$ cat src/rtl/ws2812_pkg.sv
`default_nettype none
// ============================================================================
//  Module      : ws2812_pkg
//  Description : Shared WS2812 timing constants, ns-to-cycles helper and the
//                receiver state encoding.
//  Revision    : 1.0 - initial release
// ============================================================================
package ws2812_pkg;

   // Word width of one WS2812 colour word
   localparam int WS2812_WIDTH = 24;

   // Transmitter bit timing (ns)
   localparam int T1H_NS = 850;
   localparam int T0H_NS = 400;
   localparam int T1L_NS = 400;
   localparam int T0L_NS = 850;

   // Inter-frame reset gap (ns)
   localparam int TRESET_NS = 50000;

   // Receiver classification thresholds (ns)
   localparam int RX_THRESH_NS   = 600;
   localparam int RX_MIN_HIGH_NS = 100;
   localparam int RX_MAX_HIGH_NS = 2000;

   // Integer-only conversion: whole MHz first so large gaps do not overflow
   function automatic int ns_to_cyc(input int clk_fre, input int ns);
      return (clk_fre / 1_000_000) * ns / 1000;
   endfunction

   typedef enum logic [1:0] {
      ST_WAIT_RESET = 2'd0,
      ST_IDLE       = 2'd1,
      ST_HIGH       = 2'd2,
      ST_LOW        = 2'd3
   } rx_state_e;

endpackage
`default_nettype wire

$ cat src/rtl/ws2812_sync.sv
`default_nettype none
// ============================================================================
//  Module      : ws2812_sync
//  Description : Two-flop synchronizer for an asynchronous single-wire input
//                with registered rise/fall strobes. level is aligned with the
//                strobes: a rise strobe is seen together with level==1.
//  Revision    : 1.0 - initial release
// ============================================================================
module ws2812_sync (
   input  logic clk,
   input  logic reset,
   input  logic din,
   output logic level,
   output logic rise,
   output logic fall
);

   logic meta_q, meta_d;
   logic sync_q, sync_d;
   logic prev_q, prev_d;
   logic rise_q, rise_d;
   logic fall_q, fall_d;

   // Next values of the synchronizer chain and edge strobes
   always_comb begin
      meta_d = din;
      sync_d = meta_q;
      prev_d = sync_q;
      rise_d = sync_q & ~prev_q;
      fall_d = ~sync_q & prev_q;
   end

   // Register the chain; reset clears every stage
   always_ff @(posedge clk) begin
      if (reset) begin
         meta_q <= 1'b0;
         sync_q <= 1'b0;
         prev_q <= 1'b0;
         rise_q <= 1'b0;
         fall_q <= 1'b0;
      end else begin
         meta_q <= meta_d;
         sync_q <= sync_d;
         prev_q <= prev_d;
         rise_q <= rise_d;
         fall_q <= fall_d;
      end
   end

   assign level = prev_q;
   assign rise  = rise_q;
   assign fall  = fall_q;

endmodule
`default_nettype wire

$ cat src/rtl/ws2812_rx.sv
`default_nettype none
// ============================================================================
//  Module      : ws2812_rx
//  Description : WS2812 single-wire receiver. Classifies high pulses into
//                bits, assembles LSB-first 24-bit words, detects the reset
//                gap that ends a frame and latches one selected word.
//  Revision    : 1.0 - initial release
// ============================================================================
module ws2812_rx
   import ws2812_pkg::*;
#(
   parameter int CLK_FRE     = 32_000_000,
   parameter int THRESH_NS   = RX_THRESH_NS,
   parameter int MIN_HIGH_NS = RX_MIN_HIGH_NS,
   parameter int MAX_HIGH_NS = RX_MAX_HIGH_NS,
   parameter int RESET_NS    = TRESET_NS,
   parameter int WORD_SEL    = 0
) (
   input  logic                    clk,
   input  logic                    reset,
   input  logic                    din,
   output logic [WS2812_WIDTH-1:0] word_data,
   output logic                    word_valid,
   output logic [8:0]              word_idx,
   output logic [WS2812_WIDTH-1:0] color,
   output logic                    color_valid,
   output logic [8:0]              word_count,
   output logic                    frame_done,
   output logic                    err
);

   localparam int THRESH_CYC   = ns_to_cyc(CLK_FRE, THRESH_NS);
   localparam int MIN_HIGH_CYC = ns_to_cyc(CLK_FRE, MIN_HIGH_NS);
   localparam int MAX_HIGH_CYC = ns_to_cyc(CLK_FRE, MAX_HIGH_NS);
   localparam int RESET_CYC    = ns_to_cyc(CLK_FRE, RESET_NS);

   // Wide enough for both the reset gap and one count past the max high time
   localparam int CNT_W = $clog2(RESET_CYC + MAX_HIGH_CYC + 2);

   localparam logic [CNT_W-1:0] c_thresh    = CNT_W'(THRESH_CYC);
   localparam logic [CNT_W-1:0] c_min_high  = CNT_W'(MIN_HIGH_CYC);
   localparam logic [CNT_W-1:0] c_max_high  = CNT_W'(MAX_HIGH_CYC);
   localparam logic [CNT_W-1:0] c_reset_gap = CNT_W'(RESET_CYC);
   localparam logic [CNT_W-1:0] c_cnt_one   = CNT_W'(1);
   localparam logic [8:0]       c_word_sel  = 9'(WORD_SEL);
   localparam logic [8:0]       c_wcnt_max  = 9'h1FF;
   localparam logic [4:0]       c_last_bit  = 5'(WS2812_WIDTH - 1);

   logic w_level;
   logic w_rise;
   logic w_fall;
   logic w_bit;

   rx_state_e               state_q,       state_d;
   logic [CNT_W-1:0]        low_cnt_q,     low_cnt_d;
   logic [CNT_W-1:0]        high_cnt_q,    high_cnt_d;
   logic [4:0]              bit_idx_q,     bit_idx_d;
   logic [8:0]              wcnt_q,        wcnt_d;
   logic [WS2812_WIDTH-1:0] shreg_q,       shreg_d;
   logic [WS2812_WIDTH-1:0] word_data_q,   word_data_d;
   logic                    word_valid_q,  word_valid_d;
   logic [8:0]              word_idx_q,    word_idx_d;
   logic [WS2812_WIDTH-1:0] color_q,       color_d;
   logic                    color_valid_q, color_valid_d;
   logic [8:0]              word_count_q,  word_count_d;
   logic                    frame_done_q,  frame_done_d;
   logic                    err_q,         err_d;

   ws2812_sync u_sync (
      .clk   (clk),
      .reset (reset),
      .din   (din),
      .level (w_level),
      .rise  (w_rise),
      .fall  (w_fall)
   );

   // Receiver next-state logic: pulse classification, word assembly, framing
   always_comb begin
      state_d       = state_q;
      low_cnt_d     = low_cnt_q;
      high_cnt_d    = high_cnt_q;
      bit_idx_d     = bit_idx_q;
      wcnt_d        = wcnt_q;
      shreg_d       = shreg_q;
      word_data_d   = word_data_q;
      word_idx_d    = word_idx_q;
      color_d       = color_q;
      word_count_d  = word_count_q;
      word_valid_d  = 1'b0;
      color_valid_d = 1'b0;
      frame_done_d  = 1'b0;
      err_d         = 1'b0;
      w_bit         = (high_cnt_q >= c_thresh);

      case (state_q)
         // Wait for a full reset gap so we never lock on mid-frame
         ST_WAIT_RESET: begin
            if (w_level) begin
               low_cnt_d = '0;
            end else if (low_cnt_q != c_reset_gap) begin
               low_cnt_d = low_cnt_q + c_cnt_one;
            end
            if (low_cnt_d == c_reset_gap) begin
               state_d = ST_IDLE;
            end
         end

         ST_IDLE: begin
            if (w_rise) begin
               state_d    = ST_HIGH;
               high_cnt_d = c_cnt_one;
               bit_idx_d  = '0;
               wcnt_d     = '0;
            end
         end

         ST_HIGH: begin
            if (w_fall) begin
               if (high_cnt_q < c_min_high) begin
                  err_d     = 1'b1;
                  state_d   = ST_WAIT_RESET;
                  low_cnt_d = '0;
               end else begin
                  shreg_d[bit_idx_q] = w_bit;
                  state_d            = ST_LOW;
                  low_cnt_d          = c_cnt_one;
                  if (bit_idx_q == c_last_bit) begin
                     word_data_d  = shreg_d;
                     word_idx_d   = wcnt_q;
                     word_valid_d = 1'b1;
                     if (wcnt_q == c_word_sel) begin
                        color_d       = shreg_d;
                        color_valid_d = 1'b1;
                     end
                     if (wcnt_q != c_wcnt_max) begin
                        wcnt_d = wcnt_q + 9'd1;
                     end
                     bit_idx_d = '0;
                  end else begin
                     bit_idx_d = bit_idx_q + 5'd1;
                  end
               end
            end else if (high_cnt_q >= c_max_high) begin
               // The next high sample would exceed the maximum: line fault
               err_d     = 1'b1;
               state_d   = ST_WAIT_RESET;
               low_cnt_d = '0;
            end else begin
               high_cnt_d = high_cnt_q + c_cnt_one;
            end
         end

         ST_LOW: begin
            if (w_rise) begin
               state_d    = ST_HIGH;
               high_cnt_d = c_cnt_one;
            end else begin
               if (low_cnt_q != c_reset_gap) begin
                  low_cnt_d = low_cnt_q + c_cnt_one;
               end
               if (low_cnt_d == c_reset_gap) begin
                  // Frame ends; a partial word is dropped and flagged
                  word_count_d = wcnt_q;
                  frame_done_d = 1'b1;
                  err_d        = (bit_idx_q != 5'd0);
                  state_d      = ST_IDLE;
               end
            end
         end

         default: begin
            state_d = ST_WAIT_RESET;
         end
      endcase
   end

   // Receiver state and registered outputs
   always_ff @(posedge clk) begin
      if (reset) begin
         state_q       <= ST_WAIT_RESET;
         low_cnt_q     <= '0;
         high_cnt_q    <= '0;
         bit_idx_q     <= '0;
         wcnt_q        <= '0;
         shreg_q       <= '0;
         word_data_q   <= '0;
         word_valid_q  <= 1'b0;
         word_idx_q    <= '0;
         color_q       <= '0;
         color_valid_q <= 1'b0;
         word_count_q  <= '0;
         frame_done_q  <= 1'b0;
         err_q         <= 1'b0;
      end else begin
         state_q       <= state_d;
         low_cnt_q     <= low_cnt_d;
         high_cnt_q    <= high_cnt_d;
         bit_idx_q     <= bit_idx_d;
         wcnt_q        <= wcnt_d;
         shreg_q       <= shreg_d;
         word_data_q   <= word_data_d;
         word_valid_q  <= word_valid_d;
         word_idx_q    <= word_idx_d;
         color_q       <= color_d;
         color_valid_q <= color_valid_d;
         word_count_q  <= word_count_d;
         frame_done_q  <= frame_done_d;
         err_q         <= err_d;
      end
   end

   assign word_data   = word_data_q;
   assign word_valid  = word_valid_q;
   assign word_idx    = word_idx_q;
   assign color       = color_q;
   assign color_valid = color_valid_q;
   assign word_count  = word_count_q;
   assign frame_done  = frame_done_q;
   assign err         = err_q;

endmodule
`default_nettype wire

$ cat config.mk
export PLATFORM = sky130hd
export DESIGN_NAME = ws2812_rx
export DESIGN_NICKNAME = d
export VERILOG_FILES = /design/src/rtl/ws2812_pkg.sv /design/src/rtl/ws2812_sync.sv /design/src/rtl/ws2812_rx.sv
export SDC_FILE = /design/constraint.sdc
export NUM_CORES = 1
export LEC_CHECK = 0
export ABC_CLOCK_PERIOD_IN_PS = 2900
export BUFFER_PORTS_ARGS = -buffer_cell sky130_fd_sc_hd__buf_2
export CAP_MARGIN = 30
export CORE_MARGIN = 2
export CORE_UTILIZATION = 45
export DETAILED_ROUTE_END_ITERATION = 10
export PLACE_DENSITY = 0.72
export SYNTH_ARGS = -nofsm -noshare
export SYNTH_HDL_FRONTEND = slang
export SYNTH_SLANG_ARGS = --single-unit
$ cat constraint.sdc
create_clock -name clk -period 2.9 [get_ports clk]
set_input_delay 0.29 -clock clk [delete_from_list [all_inputs] [get_ports clk]]
set_output_delay 0.29 -clock clk [all_outputs]
set_load 0.02 [all_outputs]
======== Word-level counts from Yosys, hierarchy flattened ========
Index checks and enable logic that the tools add are counted.
word-level totals
  register bits after elaboration ......... 137
  input port bits ......................... 3
  output and inout bits ................... 70
  logic and storage cells ................. 123
cells by class
  $add $sub $neg .......................... 4
  magnitude comparators ................... 5
  eq/ne operators ......................... 20
  multiplexer cells ....................... 45
  bitwise gates (word level) .............. 10
  reduce and logical (&&, ||, !) cells .... 20
operator list
  kind                     number
  $mux W11                 11
  $mux W9                  5
  $pmux W11 S3             1
  $bwmux W24               1
  $add A11 B1 Y11 const B  2
  $eq A11 B11 Y1 const B   2
  $pmux W11 S2             1
  $mux W5                  4
  $pmux W9 S2              1
  $reduce_and A4 Y1        4
  $mux W2                  7
  $ne A2 B2 Y1 const B     7
  $ge A11 B5 Y1 const B    1
  $ge A11 B7 Y1 const B    1
  $lt A11 B2 Y1 const B    1
  $ne A11 B11 Y1 const B   1
  $mux W1                  10
  $pmux W5 S2              1
  $add A9 B1 Y9 const B    1
  $logic_not A9 Y1         1
  $ne A9 B9 Y1 const B     1
  $reduce_and A3 Y1        3
  $not A1 Y1               8
  $pmux W2 S4              1
  22 further kinds         28

======== Longest topological paths before layout ========
  depth in word-level cells ............... 8
  mapped depth ............................ 10
  mapped depth without buffers ............ 9

======== Modules after synthesis ========
From an unflattened synthesis, not the netlist that was laid out.
unflattened totals
  cell total of the unflattened synthesis .. 710
  area, all modules ....................... 6087.1 um2
modules (own cells, without submodules)
  module       instances  cells each  area each (um2)  sequential area each (um2)
  ws2812_rx    1          700         5953.2           2622.5
  ws2812_sync  1          10          133.9            100.1

======== Worst setup path after synthesis ========
Ideal clock, no wire load.
  path kind ............................... register to register
  start ................................... register low_cnt_q[1]
  end ..................................... register word_count_q[0], in the netlist word_count[0]
  setup time .............................. 0.128 ns
  arrival ................................. 2.148 ns
  data required time ...................... 2.772 ns
  setup slack ............................. 0.624 ns
  cell stages (with the launch flop) ...... 9
  buffers on the path ..................... 1
  clock period less this slack ............ 2.276 ns
  cell sequence ........................... dfxtp_1 -> ha_1 -> nand3_1 -> or4_1 -> a22oi_1 -> nand4_1 -> buf_2 -> mux2i_1 -> nor2_1
between the ends
  longest elaborated chain between the ends .. 6
  elaborated cells on any way between the ends .. 7
  those cells by class .................... add/sub (1); eq/ne (2); mux (3); reduce/logical (1)
RTL lines
  what                                               RTL line                            source
  start, declared                                    ws2812_rx.sv:55                     logic [CNT_W-1:0] low_cnt_q, low_cnt_d;
  start signal, assigned                             ws2812_rx.sv:197                    low_cnt_q <= low_cnt_d;
  $add A11 B1 Y11 or $ne A11 B11 Y1 (tied branches)  ws2812_rx.sv:160, ws2812_rx.sv:159
  $mux W11 (*)                                       ws2812_rx.sv:159                    if (low_cnt_q != c_reset_gap) begin
  $mux W11 (*)                                       ws2812_rx.sv:155                    if (w_rise) begin
  $mux W11 (*)                                       ws2812_rx.sv:96                     case (state_q)
  $eq A11 B11 Y1 (*)                                 ws2812_rx.sv:162                    if (low_cnt_d == c_reset_gap) begin
  $reduce_and A3 Y1 (no line) (*)                    n/a
  end signal, assigned                               ws2812_rx.sv:207                    word_count_q <= word_count_d;
  end, declared                                      ws2812_rx.sv:65                     logic [8:0] word_count_q, word_count_d;
Mark *: on every way between the ends. The rest lies on a longest branch, timed or not. The select of a mux whose other input is x is not followed.
A chain may end at the register's enable or synchronous reset.

======== Worst setup path in the final report ========
  start ................................... register low_cnt_q[0]
  end ..................................... register err_q, in the netlist err
between the ends
  longest elaborated chain between the ends .. 8
  elaborated cells on any way between the ends .. 9
  those cells by class .................... add/sub (1); eq/ne (2); mux (6)
RTL lines
  what                                               RTL line                            source
  $add A11 B1 Y11 or $ne A11 B11 Y1 (tied branches)  ws2812_rx.sv:160, ws2812_rx.sv:159
  $mux W11 (*)                                       ws2812_rx.sv:159
  $mux W11 (*)                                       ws2812_rx.sv:155
  $mux W11 (*)                                       ws2812_rx.sv:96
  $eq A11 B11 Y1 (*)                                 ws2812_rx.sv:162
  $mux W1 (*)                                        ws2812_rx.sv:162
  $mux W1 (*)                                        ws2812_rx.sv:155
  $pmux W1 S2 (*)                                    ws2812_rx.sv:96
  end signal, assigned                               ws2812_rx.sv:209                    err_q <= err_d;
  end, declared                                      ws2812_rx.sv:67                     logic err_q, err_d;
Marks and branches as above.

==> results.json <==
{
  "ys_seq_area_frac": 0.462,
  "die_w_um": 118,
  "clock-root-buffer": "clkbuf_16",
  "synth_cells": 696,
  "hp-class": "in2reg",
  "synthMuxAreaShare": 0.0917,
  "ant_nets": 0,
  "grt_overflow": 0,
  "synth_compound_area_frac": 0.150,
  "drive_above_1_share": 0.164,
  "synth_top_family_by_area": "simple AND/OR/NAND/NOR gates",
  "core-area_um2": 12700,
  "vias": 5110,
  "syn_avg_cell_area_um2": 8.47,
  "p_sw_mw": 0.841,
  "synth-edff-count": 0,
  "maxCapViolCount": 0,
  "critPathTopFamily": "simple AND/OR/NAND/NOR gates",
  "numCtsBuffers": 17,
  "ys.flop_type": "dfxtp_1",
  "setup_tns_ns": 0,
  "hpwl_um": 9080,
  "status": "completed",
  "crit_path_end_kind": "flip-flop",
  "vias_per_cell": 5.44,
  "wl_um": 13500,
  "cts_tree": "yes",
  "seqPwrFrac": 0.419,
  "areaGrowthSynthToFinish_pct": 20.1,
  "post-route-drc-count": 0,
  "fillerInstances": 1153,
  "final_util": 0.557,
  "yosys.area_share.simple": 0.214,
  "clock_path_buffers": 2,
  "fin_skew_ns": 0.00832,
  "grt_usage": 0.202,
  "slew_violations": 0,
  "critPathLaunchType": "flip-flop",
  "htree_num_levels": 4,
  "slowest_stage": "or4_1",
  "synth_fp_nets": 710,
  "yosysUniqueCellTypes": 54,
  "nNetsFinal": 768,
  "diodes": 0,
  "power.leakage_nw": 3.04,
  "gp_congestion": 0.902,
  "synth_xor_area_frac": 0.0163,
  "synthArstFlopShare": 0,
  "ys_seq_elements": 136,
  "die_h_um": 118,
  "rsz0062_at_grt": "false",
  "wl_per_cell_um": 14.4,
  "slew-limit-headroom": 0.407,
  "fin_crit_sh": 0.859,
  "switching_share": 0.187,
  "setup_viol": 0,
  "grt_pass1_wl_um": 23200,
  "finalPower_mw": 4.50,
  "p_int_mw": 3.66,
  "power_frac_comb": 0.014,
  "hold_viol_final": 0,
  "cp_cell_sequence": "ha_1 -> nand3_1 -> or4_1 -> a22oi_1 -> nand4_1 -> buf_4 -> o22ai_1 -> and2_1",
  "synthAdderAreaFrac": 0.0233,
  "post-cts-setup-buffers": 0,
  "cp.buffers_inverters": 1,
  "irDropWorstVdd_mv": 0.585,
  "worstPathRequired_ns": 3.26,
  "crit_type": "reg2reg",
  "clock_latency_ns": 0.42,
  "cts_sinks": 136,
  "start_util": 0.463,
  "yosys_warnings": 0,
  "die_area_um2": 14000,
  "cts_resized": 0,
  "port_buffers": 72,
  "dr.pass1.iters": 5,
  "cp_max_fo": 11,
  "critPathArrivalTime_ns": 2.85,
  "clockPowerShare": 0.568,
  "io_pins": 73,
  "max_stage_delay_ns": 0.55,
  "period_needed_ns": 2.49,
  "grt_max_degree": 46,
  "path_clk_slew_ns": 0.06,
  "num_rows": 41,
  "p_per_area_nw_per_um2": 635,
  "cts_hold_buf": 0,
  "drt_iter0_markers": 361,
  "tightest_slew_ns": 0.887,
  "fmax_ghz": 0.402,
  "synth_area_um2": 5900,
  "grt_pass1_vias": 4891,
  "antenna_found_initial": 0
}
## power groups by stage
| stage | logic, mW | clock network (mW) | registers [mW] |
|---|---|---|---|
| floorplan | 0.0503 | 0 | 1.92 |
| global placement | 0.0600 | 0 | 1.92 |
| detailed placement | 0.0619 | 0 | 1.92 |
| CTS | 0.0622 | 2.60 | 1.88 |
| global route | 0.0689 | 2.69 | 1.88 |
| finish | 0.0614 | 2.55 | 1.88 |
## per-stage QoR
step	worst slack, ns	hold slack (ns)	cells	cell area [um2]
global placement	0.562	0.411	907	6370
finish	0.410	0.0879	939	7080
detailed placement	0.446	0.409	907	6370
global route	0.197	0.0905	939	7080
CTS	0.436	0.0722	939	7080
floorplan	0.624	0.369	696	5900
## cells by family after synthesis
group | count (synthesis)
simple gates | 275
compound gates | 150
flops | 136
buf+inv | 59
mux | 54
xor+xnor | 11
fa+ha+maj | 11
## worst reg2reg max path, cell delays in order, from the launching register on
cell and delay [ns]:
dfxtp_1 0.50, ha_1 0.32, nand3_1 0.12, or4_1 0.55, a22oi_1 0.28, nand4_1 0.13, buf_4 0.23, o22ai_1 0.17
and2_1 0.15
## Yosys cell counts, types with 7 or more instances
cell type | n | area (um2)
a21oi_1 | 81 | 405
a31oi_1 | 22 | 138
and2_1 | 7 | 43.8
buf_2 | 10 | 50.1
clkbuf_1 | 31 | 116
dfxtp_1 | 136 | 2720
ha_1 | 11 | 138
inv_1 | 13 | 48.8
mux2i_1 | 54 | 541
nand2_1 | 94 | 353
nand3_1 | 14 | 70.1
nand4_1 | 8 | 50.1
nor2_1 | 95 | 357
nor2b_1 | 10 | 62.6
nor3_1 | 11 | 55.1
o21ai_0 | 22 | 110
xnor2_1 | 8 | 70.1
## worst paths after layout
check,start,end,slack (ns),cells after the start
setup / recovery,low_cnt_q[0]$_SDFFE_PP0P_,err$_SDFF_PP0_,0.41,8
hold / removal,din,u_sync.meta_q$_SDFF_PP0_,0.09,2
setup reg to reg,low_cnt_q[0]$_SDFFE_PP0P_,err$_SDFF_PP0_,0.41,8
hold reg to reg,u_sync.prev_d$_SDFF_PP0_,u_sync.fall$_SDFF_PP0_,0.43,1
## routing by layer
metal	vias to the layer above	share of wire	GRT usage
li1	2536	-	-
met1	2443	0.44	0.250
met2	118	0.50	0.337
met3	13	0.048	0.0555
met4	0	0.010	0.0744
met5	-	0	0
## cells in the final DEF (no fill, tap or decap), types with 2 or more instances in the layout
cell type / n
xnor2_1: 8
and3_1: 5
nor3_1: 11
or4_1: 3
nor4_1: 5
nand2_1: 94
a22oi_1: 2
inv_1: 13
buf_2: 71
ha_1: 11
nor2b_1: 10
xor2_1: 3
or2_2: 2
o21ai_0: 22
nor2_1: 95
nand2b_1: 4
nand4_1: 8
nand3_1: 14
and2_1: 7
and3b_1: 3
o21a_1: 3
dfxtp_1: 136
nor3b_1: 2
a211oi_1: 2
clkbuf_16: 17
or3_1: 4
mux2i_1: 54
clkbuf_8: 3
buf_4: 14
o31ai_1: 2
a31oi_1: 22
clkinvlp_4: 2
clkinv_2: 2
a41oi_1: 3
bufinv_16: 7
a21oi_1: 81
## final cells by class
| type | instances | area, um2 | share of cell area |
|---|---|---|---|
| multi-input cells | 501 | 2920 | 0.413 |
| flip-flops and latches | 136 | 2720 | 0.384 |
| clock buffers | 20 | 467 | 0.0659 |
| repair buffers | 85 | 460 | 0.0650 |
| clock inverters | 12 | 244 | 0.0345 |
| well taps | 172 | 215 | 0.0304 |
| inverters | 13 | 48.8 | 0.00689 |
## registers in the layout, indices dropped and copies added, names as in the netlist, 5 cells and up
name        cells
word_idx        9
shreg_q        23
word_count      9
bit_idx_q       5
high_cnt_q     11
wcnt_q          9
color          24
word_data      24
low_cnt_q      11
Note: power is estimated with default switching activity, not from simulation.
